<file path="src/rtl/div_ctrl_pkg.sv">
// div_ctrl_pkg: state encodings and divider handshake constants shared by the divide sequencer.
package div_ctrl_pkg;
    typedef enum logic [1:0] {DivCtrlIdle, DivCtrlBusy, DivCtrlDone, DivCtrlAbort} div_ctrl_state_e;
    localparam logic DivStart = 1'b1;
    localparam logic DivStop = 1'b0;
    localparam logic DivResultReady = 1'b1;
    localparam int DivTimeoutDefault = 48;
endpackage

</file>
<file path="src/rtl/div_ctrl.sv">
// div_ctrl: sequences EX divide requests through the iterative divider, stalling EX
// until the result is ready and holding HI/LO until the instruction advances.
module div_ctrl
    import div_ctrl_pkg::*;
#(
    parameter int TIMEOUT = DivTimeoutDefault,
    parameter int CNT_W = 32
) (
    input  logic             clk,
    input  logic             rst,
    input  logic             ex_div_req_i,
    input  logic             ex_signed_i,
    input  logic [31:0]      ex_op1_i,
    input  logic [31:0]      ex_op2_i,
    input  logic             ex_stall_i,
    input  logic             flush_i,
    input  logic [63:0]      div_result_i,
    input  logic             div_ready_i,
    output logic [31:0]      div_opdata1_o,
    output logic [31:0]      div_opdata2_o,
    output logic             div_signed_o,
    output logic             div_start_o,
    output logic             div_annul_o,
    output logic             stallreq_o,
    output logic [31:0]      hi_o,
    output logic [31:0]      lo_o,
    output logic             result_valid_o,
    output logic             div_by_zero_o,
    output logic             timeout_err_o,
    output logic [CNT_W-1:0] div_count_o
);
    localparam int WD_W = $clog2(TIMEOUT + 1);

    div_ctrl_state_e state_q, state_d;
    logic [31:0] op1_q, op1_d, op2_q, op2_d, hi_q, hi_d, lo_q, lo_d;
    logic signed_q, signed_d, dbz_q, dbz_d, dbz_out_q, dbz_out_d;
    logic to_err_q, to_err_d, drain_q, drain_d;
    logic [WD_W-1:0] wd_q, wd_d;
    logic [CNT_W-1:0] cnt_q, cnt_d;
    logic timeout;

    assign timeout = (wd_q == WD_W'(TIMEOUT - 1));

    always_ff @(posedge clk or negedge rst) begin
        if (!rst) begin
            state_q   <= DivCtrlIdle;
            op1_q     <= '0;
            op2_q     <= '0;
            signed_q  <= 1'b0;
            dbz_q     <= 1'b0;
            dbz_out_q <= 1'b0;
            hi_q      <= '0;
            lo_q      <= '0;
            to_err_q  <= 1'b0;
            drain_q   <= 1'b0;
            wd_q      <= '0;
            cnt_q     <= '0;
        end else begin
            state_q   <= state_d;
            op1_q     <= op1_d;
            op2_q     <= op2_d;
            signed_q  <= signed_d;
            dbz_q     <= dbz_d;
            dbz_out_q <= dbz_out_d;
            hi_q      <= hi_d;
            lo_q      <= lo_d;
            to_err_q  <= to_err_d;
            drain_q   <= drain_d;
            wd_q      <= wd_d;
            cnt_q     <= cnt_d;
        end
    end

    always_comb begin
        state_d     = state_q;
        op1_d       = op1_q;
        op2_d       = op2_q;
        signed_d    = signed_q;
        dbz_d       = dbz_q;
        dbz_out_d   = dbz_out_q;
        hi_d        = hi_q;
        lo_d        = lo_q;
        to_err_d    = to_err_q;
        drain_d     = drain_q;
        wd_d        = wd_q;
        cnt_d       = cnt_q;
        div_start_o = DivStop;
        div_annul_o = 1'b0;
        stallreq_o  = 1'b0;
        case (state_q)
            DivCtrlIdle: begin
                if (ex_div_req_i && !flush_i) begin
                    op1_d      = ex_op1_i;
                    op2_d      = ex_op2_i;
                    signed_d   = ex_signed_i;
                    dbz_d      = (ex_op2_i == 32'd0);
                    wd_d       = '0;
                    stallreq_o = 1'b1;
                    state_d    = DivCtrlBusy;
                end
            end
            DivCtrlBusy: begin
                div_start_o = DivStart;
                stallreq_o  = 1'b1;
                wd_d        = wd_q + 1'b1;
                // flush outranks the watchdog, so only an unflushed expiry is an error
                if (flush_i || timeout) begin
                    div_start_o = DivStop;
                    div_annul_o = 1'b1;
                    to_err_d    = to_err_q | ~flush_i;
                    drain_d     = 1'b0;
                    state_d     = DivCtrlAbort;
                end else if (div_ready_i == DivResultReady) begin
                    hi_d      = div_result_i[63:32];
                    lo_d      = div_result_i[31:0];
                    dbz_out_d = dbz_q;
                    cnt_d     = cnt_q + 1'b1;
                    state_d   = DivCtrlDone;
                end
            end
            DivCtrlDone: state_d = (flush_i || !ex_stall_i) ? DivCtrlIdle : DivCtrlDone;
            DivCtrlAbort: begin
                stallreq_o = ex_div_req_i;
                drain_d    = 1'b1;
                state_d    = drain_q ? DivCtrlIdle : DivCtrlAbort;
            end
            default: state_d = DivCtrlIdle;
        endcase
    end

    assign div_opdata1_o  = op1_q;
    assign div_opdata2_o  = op2_q;
    assign div_signed_o   = signed_q;
    assign hi_o           = hi_q;
    assign lo_o           = lo_q;
    assign result_valid_o = (state_q == DivCtrlDone);
    assign div_by_zero_o  = dbz_out_q;
    assign timeout_err_o  = to_err_q;
    assign div_count_o    = cnt_q;
endmodule

</file>
<file path="config.mk">
export PLATFORM = sky130hd
export DESIGN_NAME = div_ctrl
export DESIGN_NICKNAME = d
export VERILOG_FILES = /design/src/rtl/div_ctrl_pkg.sv /design/src/rtl/div_ctrl.sv
export SDC_FILE = /design/constraint.sdc
export NUM_CORES = 1
export LEC_CHECK = 0
export BUFFER_PORTS_ARGS = -buffer_cell sky130_fd_sc_hd__buf_2
export CORE_ASPECT_RATIO = 1.75
export CORE_MARGIN = 4
export CORE_UTILIZATION = 47
export CTS_CLUSTER_DIAMETER = 200
export CTS_CLUSTER_SIZE = 12
export DETAILED_ROUTE_END_ITERATION = 16
export PLACE_DENSITY = 0.9
export SKIP_LAST_GASP = 1
export SYNTH_ARGS = -nofsm -noshare
export SYNTH_HDL_FRONTEND = slang
export SYNTH_SLANG_ARGS = --single-unit
</file>
<file path="constraint.sdc">
create_clock -name clk -period 2.1 [get_ports clk]
set_input_delay 0.63 -clock clk [delete_from_list [all_inputs] [get_ports clk]]
set_output_delay 0.63 -clock clk [all_outputs]
set_load 0.02 [all_outputs]
</file>
After elaboration in Yosys (flattened, before gate mapping)
Cells that the tools add are included.

Output and inout bits: 167. Bits in registers: 173. Bits of input ports: 135. Logic and storage cells: 55.

Mux-type cells: 16. Reductions and logical operators: 15. Bitwise logic cells: 3. Eq/ne operators: 7. Add/sub/neg operators: 2.

Operators by type and width (number): adder 32 x 1 -> 32 bit, second input constant (1); logical NOT 32 bit (1); case mux 6 bit (2 select lines) (1); two-way mux 2 bit (5); AND reduction 2 bit (5); case mux 2 bit (4 select lines) (1); adder 6 x 1 -> 6 bit, second input constant (1); == test 6 bit, second input constant (1); two-way mux 1 bit (6); two-way mux 6 bit (1); == test 2 bit, second input constant (2); inequality test 2 bit, second input constant (2); nonzero test 2 bit (2); inequality test 3 bit, second input constant (1); case mux 1 bit (3 select lines) (1); AND reduction 3 bit (1); == test 2 x 1 -> 1 bit, second input constant (1); logical NOT 1 bit (2); logical NOT 2 bit (1); logical OR 1 bit (2); NOT 1 bit (2); case mux 1 bit (2 select lines) (1); logical AND 1 bit (1); bitwise OR 1 bit (1).

Logic depth before layout (Yosys ltp)
Gate-level depths: netlist of run 1.

Depth in word-level cells: 4. Depth in mapped cells: 7. Depth with buffers taken out: 6.

Worst setup path before layout of run 1
No wires, ideal clock.

Path kind: input-to-reg. From: input flush_i. To: register cnt_q[31], in the netlist div_count_o[31]. Setup time: 0.128 ns. Stages on the path: 5. Arrival: 1.969 ns. Data required time: 1.972 ns. Path slack: 0.002 ns. Buffers on the path: 0. Cell sequence: nand4bb_4 or3_4 nor4_4 or3b_1 xnor2_1.

Cells in the longest elaborated chain, start to end: 3.

RTL lines: start: declaration (RTL line div_ctrl.sv:16) `input logic flush_i,`; logical OR 1 bit (RTL line div_ctrl.sv:107) `if (flush_i || timeout) begin`; NOT 1 bit (no line); AND reduction 3 bit (no line); end signal: assignment (RTL line div_ctrl.sv:70) `cnt_q <= cnt_d;`; end: declaration (RTL line div_ctrl.sv:39) `logic [CNT_W-1:0] cnt_q, cnt_d;`.

No other way between the ends. A chain may end at the register's enable or synchronous reset.

Final worst setup path of run 1
From: register wd_q[0]. To: output div_annul_o.

Cells in the longest elaborated chain, start to end: 4.

RTL lines: start: declaration (RTL line div_ctrl.sv:38) `logic [WD_W-1:0] wd_q, wd_d;`; start signal: assignment (RTL line div_ctrl.sv:69) `wd_q <= wd_d;`; == test 6 bit (RTL line div_ctrl.sv:42) `assign timeout = (wd_q == WD_W'(TIMEOUT - 1));`; logical OR 1 bit (RTL line div_ctrl.sv:107); two-way mux 1 bit (RTL line div_ctrl.sv:107); two-way mux 1 bit (RTL line div_ctrl.sv:90) `case (state_q)`; end: declaration (RTL line div_ctrl.sv:23) `output logic div_annul_o,`.

No other way between the ends.

==> results of run 1 <==
==> power by group <==
group	switching [mW]	leakage, nW	internal [mW]	total (mW)
clock network	1.38	0.288	1.77	3.14
logic	3.27	2.73	2.05	5.32
registers	0.726	2.17	4.64	5.36
total	5.37	5.18	8.45	13.8
==> state kept, by name, indices dropped and copies added (netlist names) <==
signal,cells
dbz_q,1
div_opdata2_o,32
timeout_err_o,1
div_count_o,32
lo_o,32
div_opdata1_o,32
div_signed_o,1
div_by_zero_o,1
wd_q,6
state_q,2
hi_o,32
drain_q,1
==> routing by layer <==
metal | vias up | GRT usage (%) | routed length [um]
li1 | 2698 | - | -
met1 | 2729 | 25.73 | 6938
met2 | 252 | 42.54 | 10780
met3 | 55 | 5.846 | 1233
met4 | 4 | 10.23 | 705
met5 | - | 0 | 27
==> path summary, 6_finish.rpt <==
check / startpoint / end / slack, ps / depth (start not counted)
setup / recovery: wd_q[0] / div_annul_o / -250 / 6
hold / removal: rst / lo_o[8] / 140 / 1
setup reg to reg: wd_q[0] / hi_o[2] / 60 / 7
hold reg to reg: div_opdata1_o[1] / div_opdata1_o[1] / 470 / 2
max in group asynchronous: rst / hi_o[31] / 1350 / 2
min in group clk: ex_op1_i[19] / div_opdata1_o[19] / 400 / 3
==> cell type report <==
| type | count | share of cell area (%) |
|---|---|---|
| Inverter | 4 | 0.1569 |
| Clock inverter | 12 | 1.307 |
| Clock buffer | 20 | 4.876 |
| Timing Repair Buffer | 339 | 19.99 |
| Sequential cell | 173 | 45.25 |
| Tap cell | 180 | 2.353 |
| Multi-Input combinational cell | 408 | 26.07 |
==> metrics by stage <==
stage	area (um^2)	hold WS [ps]	setup slack (ps)	util (%)
floorplan	6910	334.4	2.113	-
global placement	8900	452.5	-53.87	61.94
detailed placement	8900	458.0	-101.5	61.94
CTS	9552	144.0	-253.7	66.48
global route	9572	149.8	-321.7	66.61
finish	9572	137.6	-245.2	66.61
==> kinds of logic (layout without fill, tap and decap cells) <==
family / Yosys count / in the layout / synth area share, %
AND/OR/NAND/NOR: 292 / 292 / 18.79
flip-flops: 173 / 173 / 62.65
multiplexers: 66 / 66 / 10.75
XOR/XNOR: 31 / 31 / 3.929
buffers and inverters: 29 / 375 / 1.847
AO/OA/AOI/OAI: 17 / 17 / 1.666
adder cells (fa/ha/maj): 2 / 2 / 0.3621
==> cells in the final DEF (no fill, tap or decap), drive strengths merged, types with 11 or more instances in the layout <==
| cell | instances |
|---|---|
| clkbuf | 20 |
| buf | 339 |
| nand2 | 217 |
| dfrtp | 173 |
| nand4 | 11 |
| mux2 | 66 |
| xnor2 | 21 |
| nand3 | 13 |
| nor2 | 12 |
| nor4 | 11 |
==> timing repair <==
action / in CTS / in global routing
pin swaps: 2 / 1
buffers inserted: 3 / 2
endpoints found under the setup margin: 3 / 4
gates resized for setup: 12 / 2
==> worst max-delay path, cell delays in order (launching register included) <==
cell and delay (ps):
dfrtp_1 370, ha_2 190, nand2_2 60, or3_4 350, nand2b_4 90, and2_4 140, buf_6 110
==> impl_metrics.csv, run 1 <==
group,metric,value,unit
critical_path,crit_type,"flop to output pin",
yosys,seq_area_frac_synth,62.65,%
die,die_h,168.4,um
die,die-area,16780,um^2
grt,grt_pass1_wl,31000,um
final_layout,multi_input_comb_area,2495,um^2
clocking,cts_tree,"built",
yosys,synth-seq-cells,173,
clocking,ctsHtreeMaxLevel,4,
final_layout,seqCellArea,4332,um^2
yosys,synth-edff-count,0,
yosys,synth_cells,610,
sta,fin_crit_sh,111.7,%
die,core_area,14370,um^2
yosys,syn_nets,747,
final_layout,num_antenna_cells,0,
grt,grtUsageTotal,23.58,%
die,ios,302,
placement,dp.cells,1099,
sta,fin_worst_skew,16.01,ps
die,start_util,48.09,%
yosys,synthesis.yosys.warnings,0,
yosys,synth_most_common_cell,"nand2_1",
final_layout,area_growth,38.51,%
pwr,fin_total_pwr,13.82,mW
clocking,clk_latency,410,ps
detailed_routing,vias_per_cell,5.051,
sta,hold_viol,0,
sta,fin_tns_setup,-459.2,ps
placement,portBuffers,301,
yosys,synth_common_cells,"nand2_1 (217), dfrtp_1 (173), mux2_2 (66), xnor2_1 (21), clkbuf_1 (15)",
run,maxCapViolCount,0,
detailed_routing,antenna_left,0,
critical_path,critPathMaxFanout,3,
detailed_routing,wl,19680,um
yosys,synth_top_area_share,62.65,%
sta,setup_slack,-245.2,ps
clocking,cts_buffers,17,
pwr,peakVddDrop,0.001035,V
critical_path,crit_path_start_kind,"flop",
sta,finalSetupViolCount,2,
die,row_count,58,
final_layout,nFillCells,1083,
run_status,status,"finished with violations",
min_path,min_path_type,"input port to asynchronous set/reset pin",
sta,fin_crit,2345,ps
sta,worstMarginPinSlew,557.4,ps
placement,hpwl,14930,um
placement,gp_congestion,0.8371,
yosys,synth.top_cells.by_area,"dfrtp_1 (63%), nand2_1 (12%), mux2_2 (11%)",
die,die_width,99.66,um
clocking,clockBufferDepth,2,
yosys,ys.flop_type,"dfrtp_1",
final_layout,drive_above_1_share,47.59,%
final_layout,layout.nets,1080,
clocking,hold_buffers,0,
clocking,cts-root-buf,"clkbuf_16",
yosys,synth_cell_types,38,
yosys,synthArstFlopShare,100.0,%
clocking,clk_pin_slew_worst_paths,80,ps
detailed_routing,first_pass_iters,6,
grt,grt_overflow,0,
run_status,violations,"negative setup slack",
pwr,p_per_area,1444,nW/um^2
sta,slew_violations,0,
detailed_routing,route.detailed.drc,0,
grt,antenna_found_initial,2,
sta,fmax,0.4264,GHz
critical_path,crit_arrival,1720,ps
yosys,synth_area_leader_cell,"dfrtp_1",
detailed_routing,drtIter0Drc,158,
yosys,netlist_area,6910,um^2
sta,rsz0062_at_grt,"true",
grt,grt_pass1_vias,6171,
detailed_routing,vias,5738,
grt,grt_max_degree,65,
critical_path,worstPathRequired,1470,ps
final_layout,fin_cells,1136,
pwr,leakagePower,5.179,nW
critical_path,worstSetupEndpointType,"output pin",
sta,slew_headroom,62.50,%
clocking,cts_sinks,173,
yosys,avgSynthCellArea,11.33,um^2
detailed_routing,routedWlPerCell,17.32,um
No activity file was read; power rests on OpenSTA's default activity.
==> run 2: changes to the inputs <==
Settings changed: CORE_UTILIZATION 47 to 30, CTS_BUF_LIST from default to sky130_fd_sc_hd__clkbuf_8 sky130_fd_sc_hd__clkbuf_16, PLACE_DENSITY 0.9 to 0.66.
==> run 2 against run 1 <==
Effect of this change:
- the run still ends with negative setup slack left
- die area increased by 53%
- combinational power decreased by 0.9%
- register-to-register slack improved by 90 ps
- final cell count increased by 10%
- critical path depth unchanged
- worst setup slack got worse by 15 ps
- sequential power decreased by 1%
- via count decreased by 1.4%
- sequential share of layout area decreased by 0.54 points
- hold slack got worse by 41 ps
- clock power about the same
- non-clock buffer count decreased by 3
- critical path type unchanged
- critical endpoint unchanged
- largest power group unchanged
==> impl_metrics.csv, run 2 (synthesis results as in run 1) <==
group,metric,value,unit
run_status,status,"finished with violations",
run_status,violations,"negative setup slack",
clocking,cts-root-buf,"clkbuf_16",
critical_path,crit_type,"flop to output pin",
critical_path,worstPathRequired,1470,ps
final_layout,final_cell_mix,"buf_2 (297), nand2_1 (215), dfrtp_1 (173)",
critical_path,crit_arrival,1730,ps
sta,fin_crit_sh,112.4,%
pwr,p_per_area,1417,nW/um^2
final_layout,final_area,9682,um^2
detailed_routing,wirelength_met1,6484,um
sta,fin_crit,2360,ps
critical_path,critPathMaxFanout,3,
detailed_routing,top_layer_used,"met5",
final_layout,fin_cells,1254,
run,maxCapViolCount,0,
placement,pre_cts_ws,-108.2,ps
critical_path,worstSetupEndpointType,"output pin",
clocking,clockBufferDepth,2,
clocking,clk_pin_slew_worst_paths,60,ps
final_layout,layout.nets,1077,
sta,rsz0062_at_grt,"true",
sta,fin_worst_skew,11.16,ps
pwr,fin_total_pwr,13.72,mW
sta,fmax,0.4238,GHz
sta,whs,96.70,ps
clocking,cts_tree,"built",
die,die-area,25620,um^2
final_layout,seqCellArea,4329,um^2
sta,setup_slack,-259.8,ps
clocking,clk_latency,440,ps
detailed_routing,drtIter0Drc,248,
detailed_routing,route.detailed.drc,0,
pwr,leakagePower,5.154,nW
grt,antenna_found_initial,1,
detailed_routing,vias_per_cell,4.514,
die,row_count,73,
final_layout,final_common_cell,"buf_2",
detailed_routing,wl,19050,um
detailed_routing,first_pass_iters,4,
placement,hpwl,14690,um
sta,fin_tns_setup,-489.4,ps
clocking,cts_sinks,173,
die,die_h,208.8,um
placement,dp.cells,1215,
detailed_routing,antenna_left,0,
sta,slew_violations,0,
clocking,ctsHtreeMaxLevel,4,
detailed_routing,routedWlPerCell,15.19,um
grt,grtUsageTotal,15.25,%
detailed_routing,wl_met3,1585,um
final_layout,drive_above_1_share,47.11,%
die,start_util,30.38,%
placement,portBuffers,301,
clocking,cts_buffers,17,
sta,worstMarginPinSlew,458.4,ps
final_layout,area_growth,40.11,%
grt,grt_pass1_vias,5896,
placement,gp_congestion,0.7571,
min_path,min_path_type,"input port to asynchronous set/reset pin",
final_layout,postLayoutCoreUtil,42.57,%
critical_path,crit_path_start_kind,"flop",
grt,grt_overflow,0,
die,core_area,22740,um^2
pwr,peakVddDrop,0.0005333,V
grt,grt_pass1_wl,30320,um
sta,hold_viol,0,
final_layout,nFillCells,2162,
die,die_width,122.7,um
sta,finalSetupViolCount,2,
grt,grt_max_degree,53,
detailed_routing,dr_wl_met2,10370,um
sta,slew_headroom,69.21,%
die,ios,302,
final_layout,multi_input_comb_area,2505,um^2
detailed_routing,vias,5660,
placement,placedInstanceArea,8995,um^2
run 2: critical path: stages (launching register included):
cell and delay (ps):
dfrtp_1 400, ha_4 160, nand2_2 50, or3_4 350, nand2b_4 90, and2_4 140
buf_6 110
run 2: path summary, 6_finish.rpt:
kind                              startpoint  cells after the start                end  slack, ps
min                                      rst                      1    div_count_o[23]        100
min in group clk                ex_op1_i[17]                      3  div_opdata1_o[17]        380
max                                  wd_q[1]                      6        div_annul_o       -260
max reg2reg                       state_q[1]                      7    div_count_o[25]        150
min reg2reg                div_opdata2_o[28]                      2  div_opdata2_o[28]        470
max in group asynchronous                rst                      2  div_opdata2_o[11]       1400
run 2: routing by layer:
metal | vias to the layer above | track usage [%]
met2 | 215 | 27.32
met5 | - | 0
met1 | 2730 | 15.54
met4 | 2 | 7.309
li1 | 2674 | -
met3 | 39 | 5.118
run 2: power breakdown:
part           leakage (nW)  internal, mW  total (mW)  switching [mW]
Combinational          2.71          2.04        5.27            3.23
Clock                 0.278          1.77        3.15            1.39
Sequential             2.17          4.63        5.30           0.670
run 2: timing repair:
action | 4_1_cts | 5_1_grt
pin swaps | 2 | 0
gates resized for setup | 14 | 0
hold endpoints to repair | 0 | 0
endpoints found under the setup margin | 3 | 3
hold buffers | 0 | 0
buffers inserted | 4 | 2
run 2: area by class of cell:
type	instances	share of cell area, %
inverter	4	0.1551
sequential	173	44.71
antenna	1	0.02585
clock inverter	15	1.693
tap	300	3.877
timing repair buffer	336	19.27
clock buffer	17	4.394
multi-input combinational	408	25.87
